**config.mk**
```make
export PLATFORM = sky130hd
export DESIGN_NAME = icache_fill_ctrl
export DESIGN_NICKNAME = d
export VERILOG_FILES = /design/src/rtl/FetchUnitTypes.sv /design/src/rtl/icache_fill_line_buffer.sv /design/src/rtl/icache_fill_ctrl.sv
export SDC_FILE = /design/constraint.sdc
export NUM_CORES = 1
export LEC_CHECK = 0
export BUFFER_PORTS_ARGS = -buffer_cell sky130_fd_sc_hd__buf_2
export CAP_MARGIN = 15
export CORE_UTILIZATION = 45
export CTS_CLUSTER_DIAMETER = 40
export DETAILED_ROUTE_END_ITERATION = 10
export PLACE_DENSITY = 0.84
export SYNTH_ARGS = -nofsm -noshare
export SYNTH_HDL_FRONTEND = slang
export SYNTH_HIERARCHICAL = 1
export SYNTH_SLANG_ARGS = --single-unit
```
**constraint.sdc**
```tcl
create_clock -name clk -period 1.63 [get_ports clk]
set_input_delay 0.326 -clock clk [delete_from_list [all_inputs] [get_ports clk]]
set_output_delay 0.326 -clock clk [all_outputs]
set_load 0.05 [all_outputs]
```
**src/rtl/FetchUnitTypes.sv**
```systemverilog
// Shared fetch-unit types: I-cache refill FSM states and line-offset sizing.
package FetchUnitTypes;

    typedef enum logic [1:0] {
        FILL_IDLE  = 2'd0,
        FILL_REQ   = 2'd1,
        FILL_WAIT  = 2'd2,
        FILL_WRITE = 2'd3
    } ICacheFillStatePath;

    localparam int unsigned DEFAULT_LINE_BEATS = 4;
    localparam int unsigned DEFAULT_BEAT_BITS  = 32;

    // Number of byte-offset bits inside one cache line.
    function automatic int unsigned line_offset_width(input int unsigned beats,
                                                      input int unsigned beat_bits);
        return $clog2(beats * beat_bits / 8);
    endfunction

    localparam int unsigned LINE_OFFSET_WIDTH =
        line_offset_width(DEFAULT_LINE_BEATS, DEFAULT_BEAT_BITS);

endpackage

```
**src/rtl/icache_fill_line_buffer.sv**
```systemverilog
// Assembles in-order response beats into one cache line; flags the final beat.
module icache_fill_line_buffer
    import FetchUnitTypes::*;
#(
    parameter int unsigned MEM_DATA_WIDTH = DEFAULT_BEAT_BITS,
    parameter int unsigned LINE_BEATS     = DEFAULT_LINE_BEATS
) (
    input  logic                               clk,
    input  logic                               rst,
    input  logic                               i_beat_valid,
    input  logic [MEM_DATA_WIDTH-1:0]          i_beat_data,
    output logic [LINE_BEATS*MEM_DATA_WIDTH-1:0] o_line_data,
    output logic                               o_last_beat_c
);

    localparam int unsigned CNT_W = $clog2(LINE_BEATS);

    logic [CNT_W-1:0]                   r_cnt;
    logic [LINE_BEATS*MEM_DATA_WIDTH-1:0] r_data;

    // Beat i lands in slot i; counter wraps naturally since LINE_BEATS is a power of two.
    always_ff @(posedge clk or negedge rst) begin
        if (!rst) begin
            r_cnt  <= '0;
            r_data <= '0;
        end else if (i_beat_valid) begin
            r_cnt <= r_cnt + CNT_W'(1);
            for (int unsigned i = 0; i < LINE_BEATS; i++) begin
                if (r_cnt == CNT_W'(i)) begin
                    r_data[i*MEM_DATA_WIDTH +: MEM_DATA_WIDTH] <= i_beat_data;
                end
            end
        end
    end

    assign o_line_data   = r_data;
    assign o_last_beat_c = i_beat_valid && (r_cnt == CNT_W'(LINE_BEATS - 1));

endmodule

```
**src/rtl/icache_fill_ctrl.sv**
```systemverilog
// I-cache line refill controller: miss -> memory request -> beat collection -> line write.
// Optional RSD_ICACHE_FILL_PERF_COUNTER_EN adds saturating miss / stall-cycle counters.
module icache_fill_ctrl
    import FetchUnitTypes::*;
#(
    parameter int unsigned PHY_ADDR_WIDTH = 32,
    parameter int unsigned MEM_DATA_WIDTH = 32,
    parameter int unsigned LINE_BEATS     = 4
) (
    input  logic                                 clk,
    input  logic                                 rst,
    input  logic                                 missValid,
    input  logic [PHY_ADDR_WIDTH-1:0]            missAddr,
    input  logic                                 flush,
    output logic                                 fetchStall,
    output logic                                 memReqValid,
    input  logic                                 memReqReady,
    output logic [PHY_ADDR_WIDTH-1:0]            memReqAddr,
    input  logic                                 memRspValid,
    input  logic [MEM_DATA_WIDTH-1:0]            memRspData,
    output logic                                 fillWE,
    output logic [PHY_ADDR_WIDTH-1:0]            fillAddr,
    output logic [LINE_BEATS*MEM_DATA_WIDTH-1:0] fillData,
    output logic                                 busy
`ifdef RSD_ICACHE_FILL_PERF_COUNTER_EN
    ,
    output logic [31:0]                          perfMissCount,
    output logic [31:0]                          perfStallCycles
`endif
);

    localparam int unsigned OFF_W = line_offset_width(LINE_BEATS, MEM_DATA_WIDTH);
    localparam logic [PHY_ADDR_WIDTH-1:0] OFF_MASK =
        PHY_ADDR_WIDTH'((64'd1 << OFF_W) - 64'd1);

    ICacheFillStatePath        r_state;
    ICacheFillStatePath        w_next_state;
    logic [PHY_ADDR_WIDTH-1:0] r_addr;
    logic                      w_miss_accept;
    logic                      w_beat_valid;
    logic                      w_last_beat;

    assign w_miss_accept = (r_state == FILL_IDLE) && missValid && !flush;
    assign w_beat_valid  = (r_state == FILL_WAIT) && memRspValid;

    icache_fill_line_buffer #(
        .MEM_DATA_WIDTH (MEM_DATA_WIDTH),
        .LINE_BEATS     (LINE_BEATS)
    ) u_line_buffer (
        .clk            (clk),
        .rst            (rst),
        .i_beat_valid   (w_beat_valid),
        .i_beat_data    (memRspData),
        .o_line_data    (fillData),
        .o_last_beat_c  (w_last_beat)
    );

    always_ff @(posedge clk or negedge rst) begin
        if (!rst) begin
            r_state <= FILL_IDLE;
        end else begin
            r_state <= w_next_state;
        end
    end

    // A request accepted in the same cycle as a flush is already in flight, so it must drain.
    always_comb begin
        w_next_state = r_state;
        case (r_state)
            FILL_IDLE:  if (w_miss_accept) w_next_state = FILL_REQ;
            FILL_REQ: begin
                if (memReqReady)  w_next_state = FILL_WAIT;
                else if (flush)   w_next_state = FILL_IDLE;
            end
            FILL_WAIT:  if (w_last_beat) w_next_state = FILL_WRITE;
            FILL_WRITE: w_next_state = FILL_IDLE;
            default:    w_next_state = FILL_IDLE;
        endcase
    end

    always_ff @(posedge clk or negedge rst) begin
        if (!rst) begin
            r_addr <= '0;
        end else if (w_miss_accept) begin
            r_addr <= missAddr & ~OFF_MASK;
        end
    end

    assign busy        = (r_state != FILL_IDLE);
    assign memReqValid = (r_state == FILL_REQ);
    assign memReqAddr  = r_addr;
    assign fillWE      = (r_state == FILL_WRITE);
    assign fillAddr    = r_addr;
    assign fetchStall  = busy || ((r_state == FILL_IDLE) && missValid);

`ifdef RSD_ICACHE_FILL_PERF_COUNTER_EN
    logic [31:0] r_perf_miss;
    logic [31:0] r_perf_stall;

    always_ff @(posedge clk or negedge rst) begin
        if (!rst) begin
            r_perf_miss  <= '0;
            r_perf_stall <= '0;
        end else begin
            if (w_miss_accept && (r_perf_miss != '1)) r_perf_miss <= r_perf_miss + 32'd1;
            if (busy && (r_perf_stall != '1))         r_perf_stall <= r_perf_stall + 32'd1;
        end
    end

    assign perfMissCount   = r_perf_miss;
    assign perfStallCycles = r_perf_stall;
`endif

endmodule

```
Word-level counts from Yosys, hierarchy flattened
Index checks and enable logic that the tools add are counted.
{"block": "totals", "n_memories": 0, "in_bits": 70, "wordCells": 36, "latch_bits": 0, "reg_bits": 160, "out_inout_bits": 196, "mem_bits_ro": 0, "ram_bits": 0}
{"block": "classes", "bitwise_logic": 0, "eq_ne": 9, "muxes": 5, "addsub": 1, "div_mod_pow": 0, "shifts": 0, "mul": 0, "n_lt_le_gt_ge": 0, "reduce_logical": 14}
{"op": "2-bit equality test, second input constant", "n": 4}
{"op": "2-bit two-way mux", "n": 4}
{"op": "2-bit one-hot mux with 4 select lines", "n": 1}
{"op": "2-bit AND reduction", "n": 4}
{"op": "2-bit by 1-bit equality test with 1-bit output, second input constant", "n": 2}
{"op": "1-bit logical AND", "n": 4}
{"op": "2-bit zero test", "n": 2}
{"op": "3-bit by 2-bit inequality test with 1-bit output, second input constant", "n": 1}
{"op": "3-bit AND reduction", "n": 1}
{"op": "2-bit by 1-bit adder with 2-bit output, second input constant", "n": 1}
{"op": "2-bit by 1-bit inequality test with 1-bit output, second input constant", "n": 1}
{"op": "2-bit inequality test, second input constant", "n": 1}
{"op": "2-bit nonzero test", "n": 1}
{"op": "1-bit zero test", "n": 1}
{"op": "1-bit logical OR", "n": 1}

Longest topological paths before layout
Gate-level depths: netlist of the first run.
{"block": "logic_depth", "word_depth": 5, "depth_mapped": 8, "mapped_depth_nobuf": 6}

Hierarchy
The synthesis of the first run kept the hierarchy.
{"mod": "icache_fill_line_buffer", "n_inst": 1, "cells_each": 285, "seq_area_each_um2": 3253.1, "area_each_um2": 5551.6}
{"mod": "icache_fill_ctrl", "n_inst": 1, "cells_each": 110, "seq_area_each_um2": 750.7, "area_each_um2": 1559.0}

Worst setup path before layout of the first run
Ideal clock, no wire load.
{"block": "synth_path", "kind": "register to register", "start": "register with a tool-made name", "end": "register r_addr[10] (netlist: fillAddr[10])", "arrival_time_ps": 1512, "n_path_buf": 2, "stages_incl_launch_ff": 6, "period_less_slack_ps": 1637, "setup_ps": 125, "required_time_ps": 1505, "slack_ps": -7, "cell_sequence": "dfrtp_1 or2_4 nor3b_2 buf_6 buf_12 mux2_4"}
{"element": "end signal: assignment", "line": "icache_fill_ctrl.sv:85", "rtl": "r_addr <= missAddr & ~OFF_MASK;"}
{"element": "end: declaration", "line": "icache_fill_ctrl.sv:38", "rtl": "logic [PHY_ADDR_WIDTH-1:0] r_addr;"}

Worst setup path in the final report of the first run
{"block": "layout_path", "start": "register r_state[0]", "end": "output fetchStall"}
{"block": "layout_between", "elab_chain_cells": 3, "word_cells_on_any_way": 4, "classes_between": "reduce/logical (4)"}
{"element": "start: declaration", "line": "icache_fill_ctrl.sv:36", "rtl": "ICacheFillStatePath r_state;"}
{"element": "start signal: assignment", "line": "icache_fill_ctrl.sv:62", "rtl": "r_state <= w_next_state;"}
{"element": "2-bit zero test", "line": "icache_fill_ctrl.sv:94", "rtl": "assign fetchStall = busy || ((r_state == FILL_IDLE) && missValid);"}
{"element": "1-bit logical AND", "line": "icache_fill_ctrl.sv:94"}
{"element": "1-bit logical OR *", "line": "icache_fill_ctrl.sv:94"}
{"element": "end: declaration", "line": "icache_fill_ctrl.sv:15", "rtl": "output logic fetchStall,"}
Mark *: on every way between the ends. The rest lies on a longest branch, timed or not.

==> results of run 1 <==
[cells in the final DEF, fill, tap and decap left out]
master         synthesis  final
and2_4                 0      2
buf_4                 36     10
o21ai_0                1      1
buf_16                 0      3
or3_4                  0      1
nand2_1                2      2
clkbuf_16              0     22
clkbuf_1               0      1
a21o_1                 1      1
dlygate4sd3_1          0      1
clkbuf_8               0      4
o31ai_1                1      1
inv_1                  4      4
buf_8                  0      5
mux2_2                17      2
and2b_2                2      2
buf_2                  0    248
nor3b_4                0      1
clkinvlp_4             0      5
clkinv_4               0      2
buf_12                14     14
conb_1                 1      8
dfrtp_1              160    160
buf_6                  2     20
inv_6                  0      2
xor2_1                 1      1
mux2i_1                1      1
mux2_4               139    154
ha_1                   4      4
clkinv_2               0      1
nand2_8                4      4
or2_4                  1      1
[cell families (layout without fill, tap and decap cells)]
kind of cell	count (synthesis)	count (layout)	share of synthesized area, %
flip-flops	160	160	56.3
multiplexers	157	157	32.2
buffers and inverters	56	342	8.27
AND/OR/NAND/NOR	13	13	2.08
adder cells (fa/ha/maj)	4	4	0.704
AO/OA/AOI/OAI	3	3	0.282
other	1	8	0.0527
XOR/XNOR	1	1	0.123
[per-stage QoR]
stage	TNS, ps	cells	hold WS [ps]
5_1_grt	-21730	899	119
4_1_cts	-12770	894	115
6_report	-15660	899	134
3_3_place_gp	-2090	846	240
3_5_place_dp	-4150	846	243
2_1_floorplan	-141	402	30.4
[worst register-to-register path, delay by kind of cell, from the launching register on]
family                 cells  cell delay, ps
multiplexers               1             290
AND/OR/NAND/NOR            3             470
buffers and inverters      4             510
flip-flops                 1             390
[worst paths after layout]
kind                                                from                             to  slack, ps
setup / recovery                              r_state[0]                     fetchStall       -160
hold / removal                               memReqReady                      flip-flop        130
setup reg to reg                              r_state[0]  u_line_buffer/o_line_data[12]       -150
hold reg to reg            u_line_buffer/o_line_data[29]  u_line_buffer/o_line_data[29]        510
max in group asynchronous                            rst  u_line_buffer/o_line_data[18]        630
min in group asynchronous                            rst                   fillAddr[14]        390
[flip-flops by register name, indices dropped and copies added (netlist names), named ones only]
signal                     flops
u_line_buffer/r_cnt            2
u_line_buffer/o_line_data    128
r_state                        1
fillAddr                      28
[timing repair]
action,in CTS,in global routing
buffers inserted,13,2
endpoints found under the setup margin,126,161
hold buffers,1,0
gates resized for setup,39,16
cloned,4,6
endpoints found under the hold margin,28,0
pin swaps,2,3
[routing by layer]
layer / vias to the layer above / routed length, um / global-route usage [%]
met5: - / 0 / 0
met4: 0 / 266 / 6.92
met3: 18 / 920 / 4.38
met2: 162 / 8670 / 34.9
met1: 2202 / 7160 / 25.3
li1: 1875 / - / -
[cell type report]
cell class / instances / area (sq um)
Clock buffer: 22 / 484
Clock inverter: 10 / 77.6
Fill cell: 1158 / 5740
Inverter: 4 / 15.0
Multi-Input combinational cell: 186 / 2620
Sequential cell: 160 / 4000
Tap cell: 211 / 264
Timing Repair Buffer: 306 / 2110
==> metrics, run 1 <==
initial antenna violation count=0; drt total wl=17000 um; drt pass-1 iters=4; Reg2Reg Depth=8; Yosys Warn Count=6; post-layout worst setup margin=-157 ps; Place WS=-73.3 ps; vias in the first global route=4524; post-route clock period utilization=110%; setup violators final=160; first-pass GRT wire length=25300 um; Post-Route Skew=8.50 ps; GRT Residual Overflow=0; placer congestion estimate=0.741; outcome=complete, but fails checks; Largest delay share family, worst path=flip-flops; residual antenna-violating net count after detailed routing=0; commonest cells in the netlist=160 x dfrtp_1, 139 x mux2_4, 36 x buf_4; # diodes=0; Worst-Skew Late Latency=420 ps; final instance area=9570 sq um; H-tree levels=4; cell taking the most area after synthesis=dfrtp_1; post-synth top area share=56.3%; asr flop ratio synth=100%; Residual DRC=0; number of port buffers=253; startpoint types=flip-flop; Final Max Tran Viols=0; Core Box Area=15300 sq um; Synth Flop Type=dfrtp_1; Util after Layout=62.5%; most numerous cell in the Yosys netlist=dfrtp_1; pin count of the biggest net entering global routing=47; Period minus WS final=1790 ps; Worst Hold Depth=2; final hold violations=0; Critical Path AT=1460 ps; max cap viols=0; Via-to-Cell Ratio=4.74; io pins=266; ratio of cells with drive above 1 in the final layout=73.1%; synth top area cells=dfrtp_1 56%, mux2_4 29%, buf_12 3.9%, buf_4 3.8%, mux2_2 2.7%; sequential fraction of the synthesis area=56.3%; CP Cell Sequence=buf_4 -> or3_4 -> buf_8; Area growth syn-to-layout=34.6%; Distinct cells, synth=22; clk buf depth=2; violations in the final reports=negative setup slack; CTS tree=done; NumNets Final=749; Placed Area=8510 sq um; Post-Syn Area=7110 sq um; total global-route track usage=20.3%; Yosys reg bits=160; CTS root buf=clkbuf_16; total CTS buffers=17; maximum clock rate=560 MHz; EDFF count, synth=0; Mapped Cells=395; WS Path Type=flip-flop to output pin; width of the die=128 um; Post-DP HPWL=11300 um; slowest CP cell=dfrtp_1; worst-path maximum fanout=2; Die ar.=16300 sq um; Via Count=4257; Syn Area/Cell=18.0 sq um; Die Span Y=128 um; Req. time, crit path=1300 ps; Initial DRC Count=162; Clock Sinks=160; Site Rows=45; crit end category=output pin; Worst Hold Class=primary input to flip-flop; Reg clk slew, reported paths=60 ps; Starting Density=46.4%; RSZ-0062 raised after global routing=true; critical path depth=3; CP max stage delay=390 ps; CP Buf/Inv Count=2; Avg WL per Cell=18.9 um
Power of run 1 is not shown: default switching activity piles up to over one toggle a cycle in this logic, so the estimate is an artifact.
==> inputs of run 2 (changes only) <==
--- a/config.mk
+++ b/config.mk
@@ -7,6 +7,7 @@
 export LEC_CHECK = 0
 export BUFFER_PORTS_ARGS = -buffer_cell sky130_fd_sc_hd__buf_2
 export CAP_MARGIN = 15
+export CORE_ASPECT_RATIO = 0.5
 export CORE_UTILIZATION = 45
 export CTS_CLUSTER_DIAMETER = 40
 export DETAILED_ROUTE_END_ITERATION = 10
==> metrics, run 2 (same netlist as run 1, synthesis figures left out) <==
Via Count=4180; Placed Area=8560 sq um; io pins=266; Avg WL per Cell=18.3 um; total CTS buffers=17; Initial DRC Count=124; initial antenna violation count=0; post-route clock period utilization=112%; Core Box Area=15400 sq um; final instance area=9580 sq um; max cap viols=0; CP max stage delay=410 ps; WS Path Type=flip-flop to output pin; worst-path maximum fanout=3; CTS root buf=clkbuf_16; width of the die=180 um; drt total wl=16400 um; outcome=complete, but fails checks; setup violators final=160; final hold violations=0; max FFs per register=128; Post-DP HPWL=11000 um; Die ar.=16300 sq um; number of port buffers=253; CP Buf/Inv Count=2; Site Rows=32; Req. time, crit path=1300 ps; H-tree levels=4; clk buf depth=2; post-layout worst setup margin=-197 ps; total global-route track usage=19.5%; residual antenna-violating net count after detailed routing=0; NumNets Final=752; RSZ-0062 raised after global routing=true; Largest delay share family, worst path=flip-flops; startpoint types=flip-flop; GRT Residual Overflow=0; crit end category=output pin; commonest non-fill, non-tap cell in the layout=buf_2; placer congestion estimate=0.794; slowest CP cell=dfrtp_1; ratio of cells with drive above 1 in the final layout=73.2%; Clock Sinks=160; Place WS=-65.4 ps; R2R Setup Slk=-190 ps; Starting Density=46.1%; pin count of the biggest net entering global routing=44; violations in the final reports=design-rule violations, negative setup slack; non-filler instance count after layout=894; drt pass-1 iters=7; placed cells=844; Worst-Skew Late Latency=410 ps; Die Span Y=90.9 um; Area growth syn-to-layout=34.8%; Worst Hold Class=primary input to flip-flop; Util after Layout=62.2%; # diodes=0; CTS tree=done; Post-Route Skew=10.6 ps; most frequent cells in the layout=248 x buf_2, 160 x dfrtp_1, 143 x mux2_4; Final Max Tran Viols=0; Residual DRC=11; Via-to-Cell Ratio=4.68; first-pass GRT wire length=24700 um; CP Cell Sequence=buf_6 -> or3_4 -> buf_8; Period minus WS final=1830 ps; maximum clock rate=547 MHz; Critical Path AT=1500 ps; Reg clk slew, reported paths=70 ps; vias in the first global route=4489
[run 2: cell types whose count changed in the layout (fill, tap and decap cells not counted), moves of 2 or more]
cell,previous run,this run
buf_4,10,12
buf_8,5,8
buf_16,3,1
bufinv_16,0,3
mux2_2,2,13
clkbuf_8,4,2
mux2_4,154,143
[run 2: per-layer routing]
layer / vias to the layer above / global-route usage (%) / wire [um]
li1: 1888 / - / -
met1: 2143 / 24.2 / 7100
met2: 119 / 33.8 / 8400
met3: 30 / 3.99 / 496
met4: 0 / 7.40 / 385
met5: - / 0 / 0
[run 2: cell type report]
class | instances | area (sq um)
Timing Repair Buffer | 308 | 2100
Tap cell | 204 | 255
Sequential cell | 160 | 4000
Clock buffer | 20 | 457
Inverter | 4 | 15.0
Clock inverter | 11 | 155
Fill cell | 1146 | 5830
Multi-Input combinational cell | 187 | 2590
[run 2: worst paths after layout]
path                                                from                             end  depth (start not counted)
setup / recovery                              r_state[0]                      fetchStall                          3
hold / removal                              missAddr[23]                    fillAddr[23]                          2
setup reg to reg                              r_state[0]  u_line_buffer/o_line_data[101]                          7
hold reg to reg            u_line_buffer/o_line_data[16]   u_line_buffer/o_line_data[16]                          1
max in group asynchronous                            rst                    fillAddr[26]                          3
min in group asynchronous                            rst   u_line_buffer/o_line_data[82]                          2
[run 2: timing repair]
action                                  in CTS  in global routing
gates cloned                                 2                  5
buffers inserted                             8                  4
endpoints found under the setup margin     131                161
hold buffers                                 1                  0
pin swaps                                    3                  1
endpoints found under the hold margin       34                  0
gates resized for setup                     36                 10
[run 2: through the flow]
stage               hold WS (ps)  TNS [ps]
CTS                          122    -15000
global placement             255      -166
finish                       138    -23990
floorplan                   30.4      -141
detailed placement           255     -2200
global route                 120    -31020
[run 2: worst reg2reg max path: cells and delay by family (launching register included)]
family | cells | cell delay [ps]
buffers and inverters | 3 | 500
flip-flops | 1 | 410
multiplexers | 1 | 290
AND/OR/NAND/NOR | 3 | 500
Power of run 2 is left out for the same reason.
